### config.mk
export PLATFORM = sky130hd
export DESIGN_NAME = video_timing_gen
export DESIGN_NICKNAME = d
export VERILOG_FILES = /design/src/rtl/video_timing_pkg.sv /design/src/rtl/video_timing_axis.sv /design/src/rtl/video_timing_gen.sv
export SDC_FILE = /design/constraint.sdc
export NUM_CORES = 1
export LEC_CHECK = 0
export CORE_ASPECT_RATIO = 1.25
export CORE_MARGIN = 5
export CORE_UTILIZATION = 57
export CTS_CLUSTER_DIAMETER = 40
export DETAILED_ROUTE_END_ITERATION = 10
export PLACE_DENSITY_LB_ADDON = 0.3
export SLEW_MARGIN = 15
export SYNTH_ARGS = -nofsm -noshare
export SYNTH_HDL_FRONTEND = slang
export SYNTH_HIERARCHICAL = 1
export SYNTH_SLANG_ARGS = --single-unit
### constraint.sdc
create_clock -name video_clk_pix -period 4.9 [get_ports video_clk_pix]
set_input_delay 1.47 -clock video_clk_pix [delete_from_list [all_inputs] [get_ports video_clk_pix]]
set_output_delay 1.47 -clock video_clk_pix [all_outputs]
set_load 0.01 [all_outputs]
### src/rtl/video_timing_pkg.sv
// Shared constants and types for the pixel-clock display timing generator.
// Latency: n/a (declarations only).
// Backpressure: n/a.
package video_timing_pkg;

  // 640x480@60 defaults
  localparam int COORDSPC_DEF = 16;
  localparam int H_RES_DEF    = 640;
  localparam int H_FP_DEF     = 16;
  localparam int H_SYNC_DEF   = 96;
  localparam int H_BP_DEF     = 48;
  localparam int V_RES_DEF    = 480;
  localparam int V_FP_DEF     = 10;
  localparam int V_SYNC_DEF   = 2;
  localparam int V_BP_DEF     = 33;

  typedef enum logic {
    HOLD,
    RUN
  } timing_state_t;

endpackage

### src/rtl/video_timing_axis.sv
// One timing axis: signed wrapping counter STA..RES-1 plus look-ahead window flags.
// Latency: pos updates one cycle after adv; sync_nxt/act_nxt describe the value pos takes next.
// Backpressure: none; advances whenever adv is high and hold is low.
module video_timing_axis #(
  parameter int W        = 16,
  parameter int STA      = -160,
  parameter int RES      = 640,
  parameter int SYNC_BEG = -144,
  parameter int SYNC_END = -49
) (
  input  logic                video_clk_pix,
  input  logic                rst,
  input  logic                hold,
  input  logic                adv,
  output logic signed [W-1:0] pos,
  output logic                wrap,
  output logic                sync_nxt,
  output logic                act_nxt
);

  localparam logic signed [W-1:0] STA_V  = W'(STA);
  localparam logic signed [W-1:0] LAST_V = W'(RES - 1);
  localparam logic signed [W-1:0] SB_V   = W'(SYNC_BEG);
  localparam logic signed [W-1:0] SE_V   = W'(SYNC_END);
  localparam logic signed [W-1:0] ONE_V  = W'(1);

  logic signed [W-1:0] pos_nxt;

  // Next position and the flags the registered outputs will carry for it
  always_comb begin
    wrap    = (pos == LAST_V);
    pos_nxt = pos;
    if (hold) begin
      pos_nxt = STA_V;
    end else if (adv) begin
      pos_nxt = wrap ? STA_V : pos + ONE_V;
    end
    sync_nxt = (pos_nxt >= SB_V) && (pos_nxt <= SE_V);
    act_nxt  = !pos_nxt[W-1];
  end

  // Position register; reset parks the axis at its first blanking position
  always_ff @(posedge video_clk_pix or posedge rst) begin
    if (rst) begin
      pos <= STA_V;
    end else begin
      pos <= pos_nxt;
    end
  end

endmodule

### src/rtl/video_timing_gen.sv
// Display timing generator: signed sx/sy, sync pulses, active flag, frame/line strobes.
// Latency: all outputs registered together, zero skew; first frame pixel one edge after rst drops.
// Backpressure: none; free-running at one pixel per video_clk_pix.
module video_timing_gen
  import video_timing_pkg::*;
#(
  parameter int COORDSPC = COORDSPC_DEF,
  parameter int H_RES    = H_RES_DEF,
  parameter int H_FP     = H_FP_DEF,
  parameter int H_SYNC   = H_SYNC_DEF,
  parameter int H_BP     = H_BP_DEF,
  parameter int V_RES    = V_RES_DEF,
  parameter int V_FP     = V_FP_DEF,
  parameter int V_SYNC   = V_SYNC_DEF,
  parameter int V_BP     = V_BP_DEF,
  parameter int H_POL    = 0,
  parameter int V_POL    = 0
) (
  input  logic                       video_clk_pix,
  input  logic                       rst,
  output logic                       hsync,
  output logic                       vsync,
  output logic                       video_enable,
  output logic                       frame_start,
  output logic                       line_start,
  output logic signed [COORDSPC-1:0] sx,
  output logic signed [COORDSPC-1:0] sy
);

  localparam int   H_STA = -(H_FP + H_SYNC + H_BP);
  localparam int   V_STA = -(V_FP + V_SYNC + V_BP);
  localparam logic H_ACT = 1'(H_POL);
  localparam logic V_ACT = 1'(V_POL);

  // Coordinates must fit the signed width on both ends of each axis
  if ((H_RES - 1 > 2**(COORDSPC-1) - 1) || (-H_STA > 2**(COORDSPC-1)) ||
      (V_RES - 1 > 2**(COORDSPC-1) - 1) || (-V_STA > 2**(COORDSPC-1))) begin : g_bad_width
    $error("video_timing_gen: timing does not fit in COORDSPC-bit signed coordinates");
  end

  timing_state_t state, state_nxt;
  logic hold;
  logic h_wrap, h_sync_nxt, h_act_nxt;
  logic v_wrap, v_sync_nxt, v_act_nxt;

  // State register: reset parks in HOLD
  always_ff @(posedge video_clk_pix or posedge rst) begin
    if (rst) begin
      state <= HOLD;
    end else begin
      state <= state_nxt;
    end
  end

  // HOLD lasts until the first edge without reset, which emits pixel (H_STA, V_STA)
  always_comb begin
    state_nxt = state;
    hold      = 1'b0;
    case (state)
      HOLD: begin
        hold      = 1'b1;
        state_nxt = RUN;
      end
      RUN:     state_nxt = RUN;
      default: state_nxt = HOLD;
    endcase
  end

  video_timing_axis #(
    .W(COORDSPC), .STA(H_STA), .RES(H_RES),
    .SYNC_BEG(H_STA + H_FP), .SYNC_END(H_STA + H_FP + H_SYNC - 1)
  ) u_h_axis (
    .video_clk_pix(video_clk_pix),
    .rst          (rst),
    .hold         (hold),
    .adv          (1'b1),
    .pos          (sx),
    .wrap         (h_wrap),
    .sync_nxt     (h_sync_nxt),
    .act_nxt      (h_act_nxt)
  );

  video_timing_axis #(
    .W(COORDSPC), .STA(V_STA), .RES(V_RES),
    .SYNC_BEG(V_STA + V_FP), .SYNC_END(V_STA + V_FP + V_SYNC - 1)
  ) u_v_axis (
    .video_clk_pix(video_clk_pix),
    .rst          (rst),
    .hold         (hold),
    .adv          (h_wrap),
    .pos          (sy),
    .wrap         (v_wrap),
    .sync_nxt     (v_sync_nxt),
    .act_nxt      (v_act_nxt)
  );

  // Flags registered alongside sx/sy so they always describe the same pixel;
  // the next pixel is a line/frame origin exactly when leaving HOLD or wrapping
  always_ff @(posedge video_clk_pix or posedge rst) begin
    if (rst) begin
      hsync        <= ~H_ACT;
      vsync        <= ~V_ACT;
      video_enable <= 1'b0;
      line_start   <= 1'b0;
      frame_start  <= 1'b0;
    end else begin
      hsync        <= h_sync_nxt ? H_ACT : ~H_ACT;
      vsync        <= v_sync_nxt ? V_ACT : ~V_ACT;
      video_enable <= h_act_nxt && v_act_nxt;
      line_start   <= hold || h_wrap;
      frame_start  <= hold || (h_wrap && v_wrap);
    end
  end

endmodule

==> results.rst <==
.. list-table::
   :header-rows: 1

   * - Metric
     - Value
   * - Result of the run
     - finished, final reports clean
   * - Input/output buffers
     - 38
   * - Final Hold Fails
     - 0
   * - Layout overhead on the synthesized area
     - 23.03%
   * - Proportion of netlist area held by the largest area contributor
     - around 28%
   * - GP Congestion
     - approximately 0.90
   * - Worst slew margin
     - between 40% and 50%
   * - Post-CTS sizing
     - 0
   * - Detailed-route vias per instance
     - 5.979
   * - H-tree Lvls
     - 2
   * - First-pass GRT wire length
     - 9.660 mm
   * - Internal reg-to-reg setup slack
     - between 1.5 and 2 ns
   * - CTS root buf
     - clkbuf_8
   * - Half-perimeter wire length of the detailed placement result
     - 4.091 mm
   * - Total Die Area
     - roughly 5500 um2
   * - Worst slack on hold paths
     - ~0.48 ns
   * - Fmax
     - 326.5 MHz
   * - Number of distinct library cells after synthesis
     - 54
   * - Highest-count cells in the layout ignoring fill and taps
     - clkdlybuf4s50_1, nand2_1, dfstp_2
   * - Count of mapped cells out of synthesis
     - ~240
   * - End of the critical path
     - video_enable$_DFF_PP0_
   * - Max-slew violation count
     - 0
   * - I/O pin cnt
     - 39
   * - Flip-flop and latch count after synthesis
     - 38
   * - Post-route clock period utilization
     - between 60% and 70%
   * - Post-detailed-route wirelength per cell
     - between 15 and 20 um
   * - Total track usage
     - 23.23%
   * - Number of buffers added to fix hold violations after cts
     - 0
   * - Most common library cell in the layout ignoring fill and taps
     - clkdlybuf4s50_1
   * - Hold crit path type
     - flop to flop
   * - RSZ-0062 raised after global routing
     - no
   * - Part of the Yosys area used for sequential elements
     - 42.34%
   * - Share of synthesized registers carrying an async set or reset
     - 100.0%
   * - CORE AREA
     - 4001 um2
   * - Static Leak
     - 1.111 nW
   * - Prevailing post-synth register cell
     - dfstp_2
   * - Detailed Route Iter0 Violations
     - 181
   * - Post-route minimum period
     - between 3 and 4 ns
   * - Number of endpoints failing setup at the final stage
     - 0
   * - Critical R2R Capture
     - video_enable$_DFF_PP0_
   * - Routed Antenna Nets
     - 0
   * - Latest clock arrival within the worst-skew pair
     - approximately 0.29 ns
   * - Cell taking the most area after synthesis
     - dfstp_2
   * - Worst vdd rail ir drop
     - 0.1651 mV
   * - DRC violations left
     - 0
   * - Initial DRT Pass Iterations
     - 6
   * - CTS tree
     - built
   * - Number of enable flip-flop cells after synthesis
     - 0
   * - CP max FO
     - 15
   * - Via count of the first global-routing pass
     - 2037
   * - Die Y
     - 81.33 um
   * - Netlist Area Pre-Place
     - 2320 um2
   * - Total congestion overflow after global routing
     - 0
   * - Starting Density
     - 57.97%
   * - Syn_area_per_cell
     - 9.747 um2
   * - First element of the critical path
     - u_h_axis/pos[6]$_DFF_PP1_
   * - Reported max-cap violation count
     - 0
   * - Share of final-layout standard cells stronger than drive strength 1
     - 19.93%
   * - X dimension of the die
     - 67.06 um
   * - Crit path DAT
     - 3.30 ns
   * - Antenna diode instance count
     - 0
   * - Least-Margin Pin Slew
     - 0.8805 ns
   * - Required time at the worst-slack endpoint
     - roughly 5.1 ns
   * - Number of buffers inserted by post-CTS setup repair
     - 0
   * - Type of the setup path with the least slack
     - flop to flop
   * - Std cell rows
     - 26
   * - Path depth of the worst reg2reg path
     - 9
   * - Maximum number of pins on one net before global-route repair
     - 17
   * - R2r startpoint
     - u_h_axis/pos[6]$_DFF_PP1_
   * - Sum Neg Setup Slack
     - 0 ns
   * - Number of buffers between clock root and the deepest sink
     - 2
   * - Setup clock skew after layout
     - between 0.005 and 0.006 ns
   * - Power density over the cells
     - 238.3 nW/um2
   * - Initial antenna violation count
     - 0
   * - Total of warnings raised by yosys
     - 6
   * - Clock transition at path regs
     - 0.08 ns
   * - Final #Nets
     - between 200 and 300
   * - Num Clock Sinks
     - 38
   * - Routed vias
     - 1985
   * - Biggest area contributors in the synthesized netlist
     - dfstp_2, dfrtp_1, nand2_1
   * - Setup crit start kind
     - flop
   * - Crit end category
     - flop
   * - Number of buffers created by CTS
     - 5
   * - WL final
     - roughly 5.6 mm
   * - Filler Cell Count
     - between 300 and 400
## area by class of cell
cell class / instances / area [um2] / area share [%]
timing repair buffer: 38 / 380.4 / 13.33
clock buffer: 6 / 82.58 / 2.893
sequential: 38 / 982.2 / 34.41
multi-input combinational: 181 / 1237 / 43.36
inverter: 11 / 41.29 / 1.447
clock inverter: 2 / 60.06 / 2.104
tap: 56 / 70.07 / 2.455
## sequential cells by signal (all words and copies together) (netlist names)
| name | count |
|---|---|
| u_h_axis/pos | 16 |
| u_v_axis/pos | 16 |
| state | 1 |
| frame_start | 1 |
| line_start | 1 |
| vsync | 1 |
| hsync | 1 |
| video_enable | 1 |
## metal layers
metal  GRT usage, %  share of wire, %  vias to the layer above
met1          26.41                40                      977
li1               -                 -                      917
met5              0                 0                        -
met3          4.011               5.0                       10
met4          6.694               1.5                        0
met2          43.56                54                       81
## how the worst min path moves through the flow
stage / to / cells past startpoint / startpoint / slack [ns]
floorplan: line_start$_DFF_PP0_ / 1 / state$_DFF_PP0_ / 0.43
global placement: line_start$_DFF_PP0_ / 1 / state$_DFF_PP0_ / 0.50
detailed placement: line_start$_DFF_PP0_ / 1 / state$_DFF_PP0_ / 0.48
CTS: line_start$_DFF_PP0_ / 1 / state$_DFF_PP0_ / 0.49
global route: line_start$_DFF_PP0_ / 1 / state$_DFF_PP0_ / 0.52
finish: line_start$_DFF_PP0_ / 1 / state$_DFF_PP0_ / 0.48
## kinds of logic after synthesis
kind of cell / Yosys count / share of synthesized area (%)
simple gates: 120 / 32.09
flops: 38 / 42.34
compound gates: 30 / 9.547
xor+xnor: 25 / 9.439
buf+inv: 20 / 4.476
fa+ha+maj: 2 / 1.079
mux: 2 / 0.8630
other cells: 1 / 0.1617
## cell usage after synthesis, types with 3 or more instances
cell	instances
a21oi_1	6
and2_1	5
and3_1	5
and4_1	5
buf_2	5
dfrtp_1	13
dfstp_2	25
inv_1	10
nand2_1	35
nand3_1	11
nand4_1	10
nor2_1	18
nor2_2	3
nor3_1	4
nor4_1	3
nor4_2	3
nor4_4	3
o21ai_0	3
xnor2_1	13
xor2_1	12
## per-stage QoR
stage	setup WS, ns	power (mW)	instance area [um2]	util (%)	instances
3_5_place_dp	1.905	0.3552	2711	67.76	324
3_3_place_gp	2.019	0.3544	2711	67.76	324
2_1_floorplan	2.296	0.3436	2323	-	239
6_report	1.837	0.6802	2854	71.33	332
5_1_grt	1.553	0.7055	2854	71.33	332
4_1_cts	1.859	0.6840	2854	71.33	332
## worst max-delay path, stage by stage (launching register included)
cell and delay, ns:
dfstp_2 0.64, nor4b_2 0.30, and3_1 0.22, and3_1 0.53, nand4_4 0.26, nor4_4 0.35, nand4_1 0.14, xor2_1 0.30
and2_1 0.16, and2_1 0.11
## report_power, final
| group | leakage (nW) | switching [mW] | internal (mW) | total (mW) |
|---|---|---|---|---|
| Sequential | 0.436 | 0.00369 | 0.317 | 0.321 |
| Combinational | 0.604 | 0.0194 | 0.00958 | 0.0290 |
| Clock | 0.0714 | 0.113 | 0.217 | 0.330 |
Note: power is estimated with default switching activity, not from simulation.
